**src/rtl/wb_regfile.sv**
```systemverilog
`default_nettype none
// ============================================================================
//  Module      : wb_regfile
//  Description : Writeback stage with load formatting, 32x64 register file
//                (write-first bypass) and retired-instruction counter.
//  Revision    : 1.0  initial release
// ============================================================================
module wb_regfile #(
    parameter int XLEN = 64,
    parameter int NREG = 32
) (
    input  logic            clk,
    input  logic            rst,
    input  logic            valid_W,
    input  logic            wb_en_W,
    input  logic [4:0]      rd_W,
    input  logic [1:0]      wb_sel_W,
    input  logic [2:0]      funct3_W,
    input  logic [XLEN-1:0] alu_out_W,
    input  logic [XLEN-1:0] ld_data_W,
    input  logic [XLEN-1:0] current_pc_W,
    input  logic [4:0]      rs1_index,
    input  logic [4:0]      rs2_index,
    output logic [XLEN-1:0] rs1_data,
    output logic [XLEN-1:0] rs2_data,
    output logic [XLEN-1:0] wb_data_W,
    output logic [63:0]     instret
);

    localparam logic [1:0] SEL_ALU  = 2'b00;
    localparam logic [1:0] SEL_LOAD = 2'b01;
    localparam logic [1:0] SEL_PC   = 2'b10;

    logic [XLEN-1:0] regs_q [NREG];
    logic [63:0]     instret_q;
    logic [63:0]     instret_d;
    logic            we;
    logic [XLEN-1:0] ld_shift;
    logic [XLEN-1:0] ld_fmt;

    // Bytes shifted past the top of the doubleword come in as zero before extension.
    always_comb begin
        ld_fmt   = '0;
        ld_shift = ld_data_W >> {alu_out_W[2:0], 3'b000};
        case (funct3_W)
            3'b000:  ld_fmt = {{(XLEN-8){ld_shift[7]}},   ld_shift[7:0]};
            3'b001:  ld_fmt = {{(XLEN-16){ld_shift[15]}}, ld_shift[15:0]};
            3'b010:  ld_fmt = {{(XLEN-32){ld_shift[31]}}, ld_shift[31:0]};
            3'b011:  ld_fmt = ld_shift;
            3'b100:  ld_fmt = {{(XLEN-8){1'b0}},  ld_shift[7:0]};
            3'b101:  ld_fmt = {{(XLEN-16){1'b0}}, ld_shift[15:0]};
            3'b110:  ld_fmt = {{(XLEN-32){1'b0}}, ld_shift[31:0]};
            default: ld_fmt = '0;
        endcase
    end

    always_comb begin
        wb_data_W = '0;
        case (wb_sel_W)
            SEL_ALU:  wb_data_W = alu_out_W;
            SEL_LOAD: wb_data_W = ld_fmt;
            SEL_PC:   wb_data_W = current_pc_W + XLEN'(4);
            default:  wb_data_W = '0;
        endcase
    end

    // Gating with rst keeps the bypass from leaking data while reset is held.
    assign we = rst & valid_W & wb_en_W & (wb_sel_W != 2'b11) & (rd_W != 5'd0);

    assign rs1_data = (we && (rs1_index == rd_W)) ? wb_data_W : regs_q[rs1_index];
    assign rs2_data = (we && (rs2_index == rd_W)) ? wb_data_W : regs_q[rs2_index];

    assign instret_d = valid_W ? (instret_q + 64'd1) : instret_q;
    assign instret   = instret_q;

    // Entry 0 is reset and never written, so it always reads zero.
    always_ff @(posedge clk or negedge rst) begin
        if (!rst) begin
            for (int i = 0; i < NREG; i++) begin
                regs_q[i] <= '0;
            end
            instret_q <= '0;
        end else begin
            if (we) begin
                regs_q[rd_W] <= wb_data_W;
            end
            instret_q <= instret_d;
        end
    end

endmodule
`default_nettype wire

```
**config.mk**
```make
export PLATFORM = sky130hd
export DESIGN_NAME = wb_regfile
export DESIGN_NICKNAME = d
export VERILOG_FILES = /design/src/rtl/wb_regfile.sv
export SDC_FILE = /design/constraint.sdc
export NUM_CORES = 2
export LEC_CHECK = 0
export CAP_MARGIN = 20
export CORE_MARGIN = 2
export CORE_UTILIZATION = 45
export CTS_BUF_LIST = sky130_fd_sc_hd__clkbuf_8 sky130_fd_sc_hd__clkbuf_16
export DETAILED_ROUTE_END_ITERATION = 12
export PLACE_DENSITY = 0.59
export RECOVER_POWER = 100
export SYNTH_ARGS = -nofsm -noshare
export SYNTH_HDL_FRONTEND = slang
export SYNTH_SLANG_ARGS = --single-unit
```
**constraint.sdc**
```tcl
create_clock -name clk -period 5.8 [get_ports clk]
set_input_delay 1.16 -clock clk [delete_from_list [all_inputs] [get_ports clk]]
set_output_delay 1.16 -clock clk [all_outputs]
set_load 0.1 [all_outputs]
```
== Word level (Yosys, flattened, before mapping) ==
Index checks and enable logic that the tools add are counted.

* Mux-type cells: 13
* Shift operators: 1
* Bitwise operators: 7
* Equal/unequal tests: 11
* Reduce and logical (&&, ||, !) cells: 6
* $add $sub $neg: 2
* Order comparisons: 4

{| class="wikitable"
|+ Operators by type and width
! cell !! number
|-
| 2048-bit bitwise mux || 1
|-
| 64-bit binary-select mux with 5-bit select || 2
|-
| 64-bit two-way mux || 7
|-
| 64-bit one-hot mux with 7 select lines || 1
|-
| 64-bit demux with 5-bit select || 1
|-
| 64-bit one-hot mux with 3 select lines || 1
|-
| 64-bit by 1-bit adder with 64-bit output (second input constant) || 1
|-
| 64-bit by 3-bit adder with 64-bit output (second input constant) || 1
|-
| 64-bit by 6-bit >> shifter with 64-bit output || 1
|-
| 6-bit greater-or-equal comparator (second input constant) || 3
|-
| 5-bit inverter with 6-bit output || 3
|-
| 5-bit equality test || 2
|-
| 3-bit equality test (second input constant) || 3
|-
| 3-bit by 2-bit equality test with 1-bit output (second input constant) || 2
|-
| 6-bit by 1-bit less-than comparator with 1-bit output (second input constant) || 1
|-
| 5-bit nonzero test || 1
|-
| 1-bit AND || 4
|-
| 3-bit by 1-bit equality test with 1-bit output (second input constant) || 1
|-
| 1-bit logical AND || 3
|-
| 3-bit zero test || 1
|-
| 2-bit by 1-bit equality test with 1-bit output (second input constant) || 1
|-
| 2-bit equality test (second input constant) || 1
|-
| 2-bit zero test || 1
|-
| 2-bit inequality test (second input constant) || 1
|}

* Flip-flop bits (word level): 2112
* Word-level logic and storage cells: 77

== Longest topological paths before layout ==
* Depth after elaboration: 6
* Mapped depth: 12

== Least setup slack after synthesis ==
OpenSTA, ideal clock, no wires.

* Path kind: input port to output port
* From: in rs1_index[0]
* To: out rs1_data[14]
* Stages on the path: 10
* Path slack: -237 ps
* Required time: 4640 ps
* Arrival: 4877 ps
* Cell sequence: clkbuf_1 -> buf_2 -> buf_2 -> buf_2 -> xnor2_1 -> nand3_1 -> nor4_1 -> clkbuf_1 -> buf_2 -> mux2i_1

* Longest elaborated chain between the ends: 5
* Elaborated cells on any way between the ends: 7
* Those cells by class: eq/ne: 1; mux: 4; bitwise: 1; reduce/logical: 1

{| class="wikitable"
|+ Ends and longest elaborated chain
! what !! RTL line !! text
|-
| from (decl) || 22 || <nowiki>input logic [4:0] rs1_index,</nowiki>
|-
| 5-bit inverter with 6-bit output (not written as such) || 70 || <nowiki>assign rs1_data = (we && (rs1_index == rd_W)) ? wb_data_W : regs_q[rs1_index];</nowiki>
|-
| 64-bit binary-select mux with 5-bit select || 70 ||
|-
| 64-bit two-way mux (not written as such) (2 in a row) || 70 ||
|-
| 64-bit two-way mux (*) || 70 ||
|-
| to (decl) || 24 || <nowiki>output logic [XLEN-1:0] rs1_data,</nowiki>
|}

Every way passes the cells marked *; elsewhere a longest branch is shown, timed or not. The select of a mux whose other input is x is not followed.

== Worst setup path after layout ==
* From: in current_pc_W[37]
* To: out rs1_data[40]

* Longest elaborated chain between the ends: 3

{| class="wikitable"
|+ Ends and longest elaborated chain
! what !! RTL line !! text
|-
| from (decl) || 21 || <nowiki>input logic [XLEN-1:0] current_pc_W,</nowiki>
|-
| 64-bit by 3-bit adder with 64-bit output || 62 || <nowiki>SEL_PC: wb_data_W = current_pc_W + XLEN'(4);</nowiki>
|-
| 64-bit one-hot mux with 3 select lines || 59 || <nowiki>case (wb_sel_W)</nowiki>
|-
| 64-bit two-way mux || 70 ||
|}

No other way between the ends.

==> results.md <==
* Status: complete, but fails checks
* Violated checks: capacitance limit, slew limit
* Final max-slew violation count at between 3000 and 4000
* Crit Path Category: input pin to output port
* Layout area overhead at 15.7%
* Die Wd at just over 500 um
* Area share of fa/ha/maj cells after synthesis at 0.000220
* Max_cap viols at 70
* WP data required at between 4 and 5 ns
* Reg clk slew, reported paths at 0.06 ns
* GRT overflow at 0
* Fin crit share at 0.999
* Root Buffer: clkbuf_16
* Post-DP HPWL at 269000 um
* Mean post-synth cell area at 11.1 um2
* Share of the synthesized area in the top cell type at 0.465
* CP Data Arrival Time at roughly 4.6 ns
* CP top delay family: simple AND/OR/NAND/NOR gates
* Worst path max stage delay at roughly 0.66 ns
* Worst vdd ir at about 230 uV
* Post-route ant nets at 0
* Seq cells post-synth at between 2000 and 2500
* Post-route minimum period at about 5.8 ns
* WP buf/inv at 4
* Via count at about 89000
* Global-route usage over all layers at 0.323
* EDFF count, synth at 0
* Post-synthesis cell type count at between 70 and 80
* Wire length per cell at roughly 30 um
* FFs w/ async S/R, synth at 1.00
* Post-Route WL at about 420000 um
* Syn Std Cell Area at 114000 um2
* Total design power at 40.6 mW
* Core region area at 251000 um2
* Final Hold Viols at 0
* Post-synth top area cell: dfrtp_1
* Via-per-instance ratio at ~6.4
* Fin nets at 10600
* Initial Util at 0.452
* Die height at about 500 um
* Residual DRC at 0
* Synth Area in Compound Gates at 0.127
* Post-synthesis xor/xnor area fraction at 0.00716
* Slowest stage cell, crit path: a211oi_4
* Largest family of logic cells by synthesized area: multiplexers
* Final core occ at 0.523
* Sinks on the clock net at 2112
* Slew @ Worst Pin at 3.71 ns
* Fmax at ~0.17 GHz
* Top_reg_cell synth: dfrtp_1
* Share of layout cells above drive strength 1 at 0.221
* Flop2flop setup slack at approximately 3.4 ns
* Crit path cell chain: clkdlybuf4s50_1 -> nand4_1 -> or2_2 -> or4_4 -> buf_4 -> o211a_1 -> a211oi_4 -> buf_12 -> a31oi_1 -> buf_12
* Worst setup SP type: input pin
* Syn_nets at 10500
* Leakage power at 57.1 nW
* Maximum root-to-sink buffer count at 3
* Final Skew at about 0.0053 ns
* First-pass GRT wire length at 613000 um
* Total Die Area at around 260000 um2
* Synth Instances at 10300
* Hold_buf cts at 0
* Clk Latency, worst-skew pair at ~0.86 ns
* Most used cell, CP: buf_12
* Port bufs at about 470
* CTS H-tree lvls at 4
* Sequential share of the synthesized area at 0.465
* Synth warnings at 0
* TritonCTS clock tree: done
* Routability congestion estimate at roughly 0.95
* Simple-Gate Fraction of Synth Area at 0.102
* Synth area leaders: dfrtp_1, mux4_2, a21oi_1
* Top Ports at roughly 470
* Vias in the first global route at a little under 90000
* Drt pass-1 iters at 8
* Largest net degree at the start of global routing at roughly 170
* Nature of the critical path endpoint: output port
* Iter 0 DRT Violations at 9997
* Critical Path Fanout Max at 8
* Hold crit path type: input pin to asynchronous set/reset pin
* Mux share of post-synthesis cell area at 0.256
* Final Setup Violations at 0
* Pwr/cell area at 309 nW/um2
* Slew margin rel. at -1.47
* CTS Buf Count at between 200 and 250
* Initial antenna violation count at 16
* Cell Rows at between 150 and 200
-- cell type report --
| class | count | area, um2 |
|---|---|---|
| antenna | 7 | 17.5 |
| fill | 21800 | 120000 |
| sequential | 2112 | 52900 |
| clock inverter | 128 | 1070 |
| tap | 3348 | 4190 |
| clock buffer | 287 | 6510 |
| inverter | 67 | 251 |
| multi-input combinational | 6931 | 56500 |
| timing repair buffer | 1065 | 10100 |
-- per-layer routing --
layer / global-route usage / vias to the layer above / routed length (um)
met1: 0.437 / 45700 / 162000
met5: 0 / - / 51
met2: 0.505 / 4682 / 193000
met3: 0.0746 / 952 / 41300
li1: - / 37800 / -
met4: 0.135 / 8 / 20800
-- cells in the mapped netlist, types with 9 or more instances --
cell type / count
or4_1: 16
a211oi_1: 137
nor3_1: 41
clkbuf_1: 875
or3_1: 17
and3_1: 35
a31oi_1: 188
and2_1: 15
nor2_1: 1742
o21ai_0: 231
xnor2_1: 63
nor2b_1: 108
o22ai_1: 13
inv_1: 55
nand3_1: 89
a21oi_1: 1550
o21ai_1: 181
a22oi_1: 96
buf_2: 145
dfrtp_1: 2112
mux2_2: 21
a221oi_1: 27
a31oi_2: 29
and4_1: 17
nor4_1: 38
nand2_1: 551
nand2b_1: 20
mux4_2: 1114
a211oi_2: 9
buf_1: 121
xor2_1: 30
mux2i_1: 376
buf_4: 15
inv_2: 11
a311oi_1: 13
nand4_1: 48
-- where the power goes --
group / switching, mW / total [mW] / leakage (nW) / internal [mW]
clock: 6.25 / 14.8 / 4.00 / 8.52
sequential: 1.12 / 17.3 / 28.6 / 16.2
combinational: 5.04 / 8.52 / 24.5 / 3.48
-- worst paths after layout --
kind                                          start                       end  depth (start not counted)
setup / recovery                   current_pc_W[37]              rs1_data[40]                         10
hold / removal                                  rst  regs_q[1469]$_DFFE_PN0P_                          1
setup reg to reg             instret[2]$_DFFE_PN0P_   instret[58]$_DFFE_PN0P_                          6
hold reg to reg            regs_q[1992]$_DFFE_PN0P_  regs_q[1992]$_DFFE_PN0P_                          0
max in group asynchronous                       rst   regs_q[922]$_DFFE_PN0P_                          5
min in group clk           regs_q[1992]$_DFFE_PN0P_  regs_q[1992]$_DFFE_PN0P_                          0
-- placed cells by master (no fill, tap or decap), types with 74 or more instances in the layout --
cell | netlist | final
dfrtp_1 | 2112 | 2112
nor2_1 | 1742 | 1728
a21oi_1 | 1550 | 1516
mux4_2 | 1114 | 1114
nand2_1 | 551 | 549
o21ai_0 | 231 | 393
mux2i_1 | 376 | 371
buf_4 | 15 | 355
clkbuf_16 | 0 | 227
clkdlybuf4s50_1 | 0 | 194
a31oi_1 | 188 | 185
buf_12 | 0 | 154
a211oi_1 | 137 | 140
inv_1 | 55 | 115
clkbuf_1 | 875 | 108
nor2b_1 | 108 | 103
a22oi_1 | 96 | 93
nand3_1 | 89 | 89
clkbuf_2 | 0 | 74
-- metrics by stage --
stage | setup WS [ns] | std cells | hold WS (ns) | setup TNS, ns | cell area [um2]
after floorplan | -0.237 | 10300 | 0.441 | -1.04 | 114000
after global placement | -0.200 | 13500 | 0.376 | -0.860 | 127000
after detailed placement | -0.200 | 13500 | 0.384 | -0.769 | 127000
after CTS | 0.0294 | 13900 | 0.0357 | 0 | 134000
after global routing | -0.00116 | 13900 | 0.0543 | -0.00116 | 132000
final | 0.00619 | 13900 | 0.0881 | 0 | 132000
-- state kept, by name, summed over array words and instances (netlist names) --
name / count
regs_q: 2048
instret: 64
-- kinds of logic after synthesis --
family | Yosys count
AND/OR/NAND/NOR | 2770
AO/OA/AOI/OAI | 2551
buffers and inverters | 1227
adder cells (fa/ha/maj) | 2
XOR/XNOR | 93
flip-flops | 2112
multiplexers | 1515
-- worst register-to-register path, stage by stage (launching register included) --
cell and delay, ns:
dfrtp_1 0.40, and3_1 0.26, nand4_1 0.24, or2_2 0.43
or4_1 0.61, nor2_1 0.18, xor2_1 0.16
-- what timing repair did --
item,4_1_cts,5_1_grt
endpoints found under the setup margin,6,6
pin swaps,1,3
setup buffers,0,2
gates resized for setup,3,4
Power figures use the tool's default switching activity.
